$ cat src/rtl/uart_pkg.sv
// Shared constants for the UART TX scheduler: FSM encodings, default frame shape, and a
// constant-foldable clog2 used to size ports and counters.
package uart_pkg;

    localparam logic [1:0] S_IDLE  = 2'd0;
    localparam logic [1:0] S_START = 2'd1;
    localparam logic [1:0] S_DATA  = 2'd2;
    localparam logic [1:0] S_STOP  = 2'd3;

    localparam int unsigned DEF_DATA_BITS = 8;
    localparam int unsigned DEF_STOP_BITS = 1;

    // Ceiling log2; returns 0 for v <= 1.
    function automatic int unsigned clog2(input int unsigned v);
        int unsigned r;
        int unsigned x;
        r = 0;
        x = (v > 0) ? v - 1 : 0;
        while (x > 0) begin
            r = r + 1;
            x = x >> 1;
        end
        return r;
    endfunction

endpackage

$ cat src/rtl/rr_arbiter.sv
// Combinational round-robin pick: first asserted request strictly after ptr, wrapping,
// so the last winner gets the lowest priority on the next scan.
module rr_arbiter
    import uart_pkg::*;
#(
    parameter int unsigned NUM_REQ = 4,
    localparam int unsigned IDX_W = clog2(NUM_REQ)
) (
    input  logic [NUM_REQ-1:0] req,
    input  logic [IDX_W-1:0]   ptr,
    output logic [NUM_REQ-1:0] gnt_c,
    output logic [IDX_W-1:0]   idx_c,
    output logic               valid_c
);

    logic [IDX_W-1:0] cand;

    always_comb begin
        gnt_c   = '0;
        idx_c   = '0;
        valid_c = 1'b0;
        cand    = '0;
        for (int unsigned k = 1; k <= NUM_REQ; k++) begin
            cand = IDX_W'((32'(ptr) + k) % NUM_REQ);
            if (!valid_c && req[cand]) begin
                valid_c     = 1'b1;
                idx_c       = cand;
                gnt_c[cand] = 1'b1;
            end
        end
    end

endmodule

$ cat src/rtl/uart_tx_scheduler.sv
// Round-robin sharing of one UART TX line between NUM_REQ byte producers; sends
// start / DATA_BITS LSB-first / STOP_BITS frames, one bit per rising edge of baud_clk.
module uart_tx_scheduler
    import uart_pkg::*;
#(
    parameter int unsigned NUM_REQ   = 4,
    parameter int unsigned DATA_BITS = DEF_DATA_BITS,
    parameter int unsigned STOP_BITS = DEF_STOP_BITS,
    localparam int unsigned IDX_W = clog2(NUM_REQ)
) (
    input  logic                           clk_in,
    input  logic                           rst,
    input  logic                           baud_clk,
    input  logic [NUM_REQ-1:0]             req,
    input  logic [NUM_REQ*DATA_BITS-1:0]   data,
    output logic [NUM_REQ-1:0]             grant,
    output logic [IDX_W-1:0]               owner,
    output logic                           busy,
    output logic                           tx
);

    localparam int unsigned BIT_CNT_W  = clog2(DATA_BITS + 1);
    localparam int unsigned STOP_CNT_W = clog2(STOP_BITS + 1);

    logic [1:0]            state_q, state_d;
    logic                  baud_q;
    logic                  tick_c;
    logic [DATA_BITS-1:0]  shift_q, shift_d;
    logic [BIT_CNT_W-1:0]  bit_cnt_q, bit_cnt_d;
    logic [STOP_CNT_W-1:0] stop_cnt_q, stop_cnt_d;
    logic [IDX_W-1:0]      ptr_q, ptr_d;
    logic [NUM_REQ-1:0]    grant_d;
    logic [IDX_W-1:0]      owner_d;
    logic                  busy_d;
    logic                  tx_d;

    logic [NUM_REQ-1:0]    arb_gnt_c;
    logic [IDX_W-1:0]      arb_idx_c;
    logic                  arb_valid_c;
    logic [DATA_BITS-1:0]  data_arr [NUM_REQ];

    for (genvar g = 0; g < int'(NUM_REQ); g++) begin : g_unpack
        assign data_arr[g] = data[g*DATA_BITS +: DATA_BITS];
    end

    // baud_clk is synchronous to clk_in, so a single register suffices for edge detection.
    assign tick_c = baud_clk & ~baud_q;

    rr_arbiter #(
        .NUM_REQ (NUM_REQ)
    ) u_arb (
        .req     (req),
        .ptr     (ptr_q),
        .gnt_c   (arb_gnt_c),
        .idx_c   (arb_idx_c),
        .valid_c (arb_valid_c)
    );

    always_ff @(posedge clk_in or posedge rst) begin
        if (rst) begin
            state_q    <= S_IDLE;
            baud_q     <= 1'b0;
            shift_q    <= '0;
            bit_cnt_q  <= '0;
            stop_cnt_q <= '0;
            ptr_q      <= IDX_W'(NUM_REQ - 1);
            grant      <= '0;
            owner      <= '0;
            busy       <= 1'b0;
            tx         <= 1'b1;
        end else begin
            state_q    <= state_d;
            baud_q     <= baud_clk;
            shift_q    <= shift_d;
            bit_cnt_q  <= bit_cnt_d;
            stop_cnt_q <= stop_cnt_d;
            ptr_q      <= ptr_d;
            grant      <= grant_d;
            owner      <= owner_d;
            busy       <= busy_d;
            tx         <= tx_d;
        end
    end

    // Next-state and next-output logic; ticks are only acted on once a frame is owned.
    always_comb begin
        state_d    = state_q;
        shift_d    = shift_q;
        bit_cnt_d  = bit_cnt_q;
        stop_cnt_d = stop_cnt_q;
        ptr_d      = ptr_q;
        grant_d    = '0;
        owner_d    = owner;
        busy_d     = busy;
        tx_d       = tx;

        case (state_q)
            S_IDLE: begin
                if (arb_valid_c) begin
                    shift_d = data_arr[arb_idx_c];
                    grant_d = arb_gnt_c;
                    owner_d = arb_idx_c;
                    ptr_d   = arb_idx_c;
                    busy_d  = 1'b1;
                    state_d = S_START;
                end
            end
            S_START: begin
                if (tick_c) begin
                    tx_d      = 1'b0;
                    bit_cnt_d = '0;
                    state_d   = S_DATA;
                end
            end
            S_DATA: begin
                if (tick_c) begin
                    tx_d      = shift_q[0];
                    shift_d   = shift_q >> 1;
                    bit_cnt_d = bit_cnt_q + BIT_CNT_W'(1);
                    if (bit_cnt_q == BIT_CNT_W'(DATA_BITS - 1)) begin
                        stop_cnt_d = '0;
                        state_d    = S_STOP;
                    end
                end
            end
            S_STOP: begin
                // First tick raises the line; the frame ends STOP_BITS periods later.
                if (tick_c) begin
                    tx_d       = 1'b1;
                    stop_cnt_d = stop_cnt_q + STOP_CNT_W'(1);
                    if (stop_cnt_q == STOP_CNT_W'(STOP_BITS)) begin
                        busy_d  = 1'b0;
                        state_d = S_IDLE;
                    end
                end
            end
            default: state_d = S_IDLE;
        endcase
    end

endmodule
$ cat config.mk
export PLATFORM = sky130hd
export DESIGN_NAME = uart_tx_scheduler
export DESIGN_NICKNAME = d
export VERILOG_FILES = /design/src/rtl/uart_pkg.sv /design/src/rtl/rr_arbiter.sv /design/src/rtl/uart_tx_scheduler.sv
export SDC_FILE = /design/constraint.sdc
export NUM_CORES = 1
export LEC_CHECK = 0
export ABC_AREA = 1
export BUFFER_PORTS_ARGS = -buffer_cell sky130_fd_sc_hd__buf_2
export CORE_MARGIN = 1
export CORE_UTILIZATION = 45
export CTS_BUF_LIST = sky130_fd_sc_hd__clkbuf_4 sky130_fd_sc_hd__clkbuf_8
export CTS_CLUSTER_SIZE = 30
export DETAILED_ROUTE_END_ITERATION = 6
export MAX_ROUTING_LAYER = met4
export PLACE_DENSITY = 0.7
export RECOVER_POWER = 50
export SLEW_MARGIN = 15
export SYNTH_ARGS = -nofsm -noshare
export SYNTH_HDL_FRONTEND = slang
export SYNTH_SLANG_ARGS = --single-unit
$ cat constraint.sdc
create_clock -name clk_in -period 2.41 [get_ports clk_in]
set_input_delay 0.241 -clock clk_in [delete_from_list [all_inputs] [get_ports clk_in]]
set_output_delay 0.241 -clock clk_in [all_outputs]
set_load 0.005 [all_outputs]
; Yosys cells after proc, flatten, opt, wreduce, memory -nomap -nowiden
; Cells that the tools add are included.
[totals]
output_inout_bits = 8
ff_bits = 26
inputBits = 39
[classes]
n_lt_le_gt_ge = 9
n_eq_ne = 10
muxes = 58
reduce_logical = 23
add_sub_neg = 6
bitwise_logic = 6
[ops]
columns = cell, count
row1 = 4-bit 2-to-1 mux, 8
row2 = 8-bit 2-to-1 mux, 4
row3 = 1-bit 2-to-1 mux, 21
row4 = 2-bit 2-to-1 mux, 10
row5 = 8-bit binary-select mux with 2-bit select, 1
row6 = 8-bit one-hot mux with 2 select lines, 1
row7 = "2-bit by 3-bit < comparator with 1-bit output, second input constant", 4
row8 = "2-bit inequality test, second input constant", 6
row9 = 4-bit OR, 3
row10 = 4-bit AND reduction, 3
row11 = 1-bit binary-select mux with 2-bit select, 4
row12 = 1-bit demux with 2-bit select, 4
row13 = "2-bit by 1-bit greater-or-equal comparator with 1-bit output, second input constant", 4
row14 = 2-bit one-hot mux with 4 select lines, 1
row15 = 4-bit one-hot mux with 2 select lines, 1
row16 = 2-bit nonzero test, 4
row17 = 1-bit logical AND, 7
row18 = 3-bit AND reduction, 2
row19 = 6-bit AND reduction, 1
row20 = "2-bit by 1-bit adder with 2-bit output, second input constant", 2
row21 = "2-bit adder, second input constant", 2
row22 = "4-bit by 1-bit adder with 4-bit output, second input constant", 1
row23 = "2-bit == test, second input constant", 2
row24 = "4-bit by 3-bit == test with 1-bit output, second input constant", 1
row25 = 12 further kinds, 15

; Longest topological paths before layout
[depth]
ltp_word = 19
ltp_mapped = 17
mapped_depth_nobuf = 14

; Cells and area by module
; A second synthesis with hierarchy kept.
[hier_totals]
cells_unflattened = 313
hier_area_um2 = 2172.1
[modules_own_cells]
columns = module, seq_area_each_um2, instances, area_each_um2, cells_per_inst
row1 = uart_tx_scheduler, 654.4, 1, 1636.6, 232
row2 = rr_arbiter, 0.0, 1, 535.5, 81

; Worst setup path after synthesis
; OpenSTA, ideal clock, no wires.
[synth_timing]
path_type = flip-flop to flip-flop
from = register ptr_q[0]
to = register shift_q[0]
arrival_time_ns = 2.226
synth_period_minus_slack_ns = 2.342
n_path_buf = 3
setup_ns = 0.116
path_stages_with_launch = 17
t_required_ns = 2.294
slack_ns = 0.068
path_cell_list = dfstp_2 > buf_6 > inv_4 > buf_6 > ha_1 > inv_1 > nand2_1 > nand2_4 > inv_4 > nand4_4 > nand3_4 > buf_6 > nand2_1 > nand3_1 > nand3_1 > nand2_1 > nand2_1
[synth_between]
elab_chain_cells = 19
word_cells_on_any_way = 34
classes_between = add/sub: 4 / eq/ne: 1 / mux: 21 / bitwise: 1 / reduce/logical: 7
[synth_rtl]
columns = item, line_no
row1 = "start, declared", uart_tx_scheduler.sv:31  ; logic [IDX_W-1:0] ptr_q, ptr_d;
row2 = "start signal, assigned", uart_tx_scheduler.sv:66  ; ptr_q <= IDX_W'(NUM_REQ - 1);
row3 = "start signal, assigned", uart_tx_scheduler.sv:77  ; ptr_q <= ptr_d;
row4 = 2-bit by 1-bit adder with 2-bit output, rr_arbiter.sv:24  ; cand = IDX_W'((32'(ptr) + k) % NUM_REQ);
row5 = 1-bit binary-select mux with 2-bit select, rr_arbiter.sv:25  ; if (!valid_c && req[cand]) begin
row6 = 1-bit 2-to-1 mux (not written as such), rr_arbiter.sv:25
row7 = 1-bit 2-to-1 mux, rr_arbiter.sv:25
row8 = 1-bit logical NOT, rr_arbiter.sv:25
row9 = 1-bit logical AND, rr_arbiter.sv:25
row10 = 1-bit 2-to-1 mux, rr_arbiter.sv:25
row11 = 1-bit logical NOT, rr_arbiter.sv:25
row12 = [2 not listed], --
row13 = 1-bit logical NOT, rr_arbiter.sv:25
row14 = 1-bit logical AND, rr_arbiter.sv:25
row15 = 2-bit 2-to-1 mux, rr_arbiter.sv:25
row16 = 2-bit inverter with 3-bit output (not written as such), uart_tx_scheduler.sv:100  ; shift_d = data_arr[arb_idx_c];
row17 = 8-bit binary-select mux with 2-bit select, uart_tx_scheduler.sv:100
row18 = 8-bit 2-to-1 mux (not written as such) (2 in series), uart_tx_scheduler.sv:100
row19 = 8-bit 2-to-1 mux, uart_tx_scheduler.sv:99  ; if (arb_valid_c) begin
row20 = 8-bit one-hot mux with 2 select lines, uart_tx_scheduler.sv:97  ; case (state_q)
row21 = "end signal, assigned", uart_tx_scheduler.sv:74  ; shift_q <= shift_d;
row22 = "end, declared", uart_tx_scheduler.sv:28  ; logic [DATA_BITS-1:0] shift_q, shift_d;
; Several ways; a longest one is shown, not always the timed one. The select of a mux whose other input is x is not followed.
; A chain may end at the register's enable or synchronous reset.

; Final worst setup path
[layout_timing]
from = register ptr_q[1]
to = register shift_q[6]
; Same word-level chain as after synthesis.

==> metrics.md <==
| Metric | Value |
|---|---|
| IO Count | 47 |
| Number of inserted diodes | 0 |
| Residual DRC | 0 |
| Initial antenna violation count | 0 |
| Post-detailed-route wirelength per cell | approximately 12 um |
| Detailed-route wire length | 5100 um |
| Total of warnings raised by yosys | 0 |
| Core Area | 0.00475 mm^2 |
| Crit path top cell by count | sky130_fd_sc_hd__nand3_1 |
| Instance count of the mapped netlist | between 300 and 400 |
| Kind of critical path | reg -> reg |
| Delay-heaviest family, CP | simple AND/OR/NAND/NOR gates |
| Maximum Capacitance Violations | 0 |
| Commonest cells in the synthesized netlist | 88 x sky130_fd_sc_hd__nand2_1, 60 x sky130_fd_sc_hd__inv_1, 52 x sky130_fd_sc_hd__nand3_1 |
| Final worst path period need | 2.22 ns |
| Slew margin rel. | 7.07% |
| Number of failing hold endpoints at the final stage | 0 |
| Total gr overflow | 0 |
| Worst path cell trace | inv_1 > ha_2 > inv_1 > nand3_1 > nand2_2 > a21oi_2 > nand2_1 > nand2_4 > nand3_1 > nand3_1 > nand3_1 > nand2_1 > nand2_1 |
| GRT met3 Usage | around 4.7% |
| Post-Route Skew | approximately 0.0055 ns |
| Post-synth EDFFs | 0 |
| Final clock period utilization by the worst path | between 90% and 100% |
| Worst path buffer plus inverter count | 2 |
| GR met1 Demand/Resource | approximately a quarter |
| Gr busiest metal | met2 |
| Via count of the first global-routing pass | about 2,000 |
| Library cell contributing the largest single delay on the critical path | sky130_fd_sc_hd__dfstp_2 |
| Die Span X | 72.4 um |
| Core occupancy in the finished layout | between 50% and 60% |
| Ys async rst share | 100% |
| Area fraction of the dominant cell type after synthesis | between 20% and 30% |
| Floorplan row count | 25 |
| Postcts setup bufs | 0 |
| Vias per cell | 4.90 |
| Wire length of the first global-routing pass | 8360 um |
| Clock tree from TritonCTS | yes |
| Height of the die | 72.4 um |
| Slew Viols, Final | 0 |
| Most instantiated flip-flop cell in the synthesis netlist | sky130_fd_sc_hd__dfrtp_1 |
| Final setup vio count | 0 |
| Top fanout value on the critical path | 17 |
| Signal arrival time at the worst endpoint | around 2.4 ns |
| Antenna viol nets, final | 0 |
| DP HPWL | between 3000 and 4000 um |
| Clock buffer count from CTS | 3 |
| Proportion of synthesized chip area in sequential cells | 29.3% |
| Measured slew at the worst slew-check pin | ~1.4 ns |
| Drt initial violations | 93 |
| Met2 Use GR | 33.9% |
| Starting utilization of the core area | 46.9% |
| Critical path capture point type | flip-flop |
| Maximum vdd ir drop | between 0.6 and 0.7 mV |
| Clock-pin transition on the worst setup and hold timing paths | ~0.090 ns |
| Worst hold slack after final layout | a little over 0.09 ns |
| H-Tree Depth | 1 |
| Maximum number of pins on one net before global-route repair | 27 |
| Maximum number of buffers from clock root to sink | 2 |
| Number of library cell types mapped by synthesis | 35 |
| Run status | completed |
| Total standard cell area after synthesis | roughly 0.0022 mm^2 |
| Static power due to leakage | ~1.5 nW |
| Cell type contributing the most total cell area after synthesis | sky130_fd_sc_hd__dfrtp_1 |
| Top post-synthesis cells by area | sky130_fd_sc_hd__dfrtp_1 26%, sky130_fd_sc_hd__nand2_1 15%, sky130_fd_sc_hd__nand3_1 12% |
| Clock Root Buffer | sky130_fd_sc_hd__clkbuf_8 |
| Share of post-route cells with drive strength above 1 | approximately 23% |
| Worst-skew pair later-pin latency | about 0.27 ns |
| Most used standard cell by instance count after synthesis | sky130_fd_sc_hd__nand2_1 |
| Gp weighted congestion | about 0.9 |
| Power density over the cells | about 1500 mW/mm^2 |
| Slowest Stage Delay on Critical Path | ~0.54 ns |
| Worst setup SP type | flip-flop |
| Total via count after detailed routing | about 2,200 |
| Pre-Repair DR Iteration Count | 4 |
| Sink Count | 26 |
| DIE AREA | 0.00524 mm^2 |
| Highest clock rate | about 0.45 GHz |
| Worst EP required | about 2.6 ns |
| Area growth from synthesis to final layout | 15.6% |
| Post-synthesis average cell area | slightly below 7 um^2 |
| Hold Crit Class | in -> reg |
| Synth Register Bits | 26 |
| Count of buffers inserted at the top-level ports | 46 |
| Nets in the synthesized netlist | 380 |
| Number of nets in the layout | between 400 and 500 |
| GRT Total Usage | between 20% and 30% |
-- area by class of cell --
| type | instances | area [um^2] |
|---|---|---|
| Clock buffer | 4 | 48.8 |
| Fill cell | 464 | 2170 |
| Inverter | 64 | 245 |
| Multi-Input combinational cell | 228 | 1270 |
| Sequential cell | 26 | 654 |
| Tap cell | 67 | 83.8 |
| Timing Repair Buffer | 53 | 278 |
-- routing by layer --
layer	part of all wire, %	routed length (um)	vias up
met2	47	2390	76
met4	2.0	100	0
met3	5.1	259	10
met1	46	2360	955
li1	-	-	1126
met5	0	0	-
-- repair_timing --
item	in CTS	in global routing
hold buffers	0	0
resized for setup	0	3
endpoints found under the setup margin	0	9
-- path summary, 6_finish.rpt --
kind	startpoint	end	slack (ns)	depth (start not counted)
worst min-delay path	baud_clk	baud_q$_DFF_PP0_	0.09	1
worst max-delay path	ptr_q[1]$_DFFE_PP1P_	shift_q[6]$_DFFE_PP0P_	0.19	13
worst max register to register	ptr_q[1]$_DFFE_PP1P_	shift_q[6]$_DFFE_PP0P_	0.19	13
min in group asynchronous	rst	bit_cnt_q[3]$_DFFE_PP0P_	0.42	3
worst min register to register	shift_q[5]$_DFFE_PP0P_	shift_q[5]$_DFFE_PP0P_	0.49	2
max in group asynchronous	rst	owner[0]$_DFFE_PP0P_	1.17	3
-- stage by stage --
| stage | setup slack (ns) | TNS, ns | area, um^2 | power [mW] | instances |
|---|---|---|---|---|---|
| 3_5_place_dp | 0.191 | 0 | 2530 | 3.67 | 438 |
| 5_1_grt | -0.00192 | -0.00192 | 2580 | 4.35 | 442 |
| 2_1_floorplan | 0.0678 | 0 | 2230 | 3.16 | 327 |
| 3_3_place_gp | 0.225 | 0 | 2530 | 3.63 | 438 |
| 4_1_cts | 0.170 | 0 | 2570 | 3.95 | 442 |
| 6_report | 0.187 | 0 | 2580 | 3.96 | 442 |
-- sequential cells by signal, summed over array words and instances, names as in the netlist --
register and flops:
bit_cnt_q 4, ptr_q 2, tx 1, baud_q 1, state_q 2, stop_cnt_q 1, busy 1, owner 2
grant 4, shift_q 8
-- where the power goes --
part | switching [mW] | total (mW) | internal, mW
registers | 0.109 | 0.752 | 0.643
logic | 1.92 | 2.94 | 1.03
clock network | 0.132 | 0.262 | 0.130
total | 2.16 | 3.96 | 1.80
-- logic make-up (layout without fill, tap and decap cells) --
group                      count (synthesis)  in the layout  synth area share, %
AOI/OAI and AO/OA                         30             30                 8.75
DFF                                       26             26                 29.3
and+or+nand+nor                          184            184                 39.9
buffers and inverters                     73            121                 14.2
adders and majority gates                 14             14                 7.85
-- placed cells by master (no fill, tap or decap), types with 4 or more instances in the layout --
cell type	instances
sky130_fd_sc_hd__buf_4	6
sky130_fd_sc_hd__nand3_1	52
sky130_fd_sc_hd__ha_1	13
sky130_fd_sc_hd__o22ai_1	4
sky130_fd_sc_hd__nand2_1	87
sky130_fd_sc_hd__dfrtp_1	23
sky130_fd_sc_hd__inv_1	60
sky130_fd_sc_hd__o21ai_0	7
sky130_fd_sc_hd__nand2_2	7
sky130_fd_sc_hd__nand2_4	5
sky130_fd_sc_hd__nand3_2	5
sky130_fd_sc_hd__nor2_1	20
sky130_fd_sc_hd__a21oi_1	9
sky130_fd_sc_hd__buf_2	45
No activity file was read; power rests on OpenSTA's default activity.
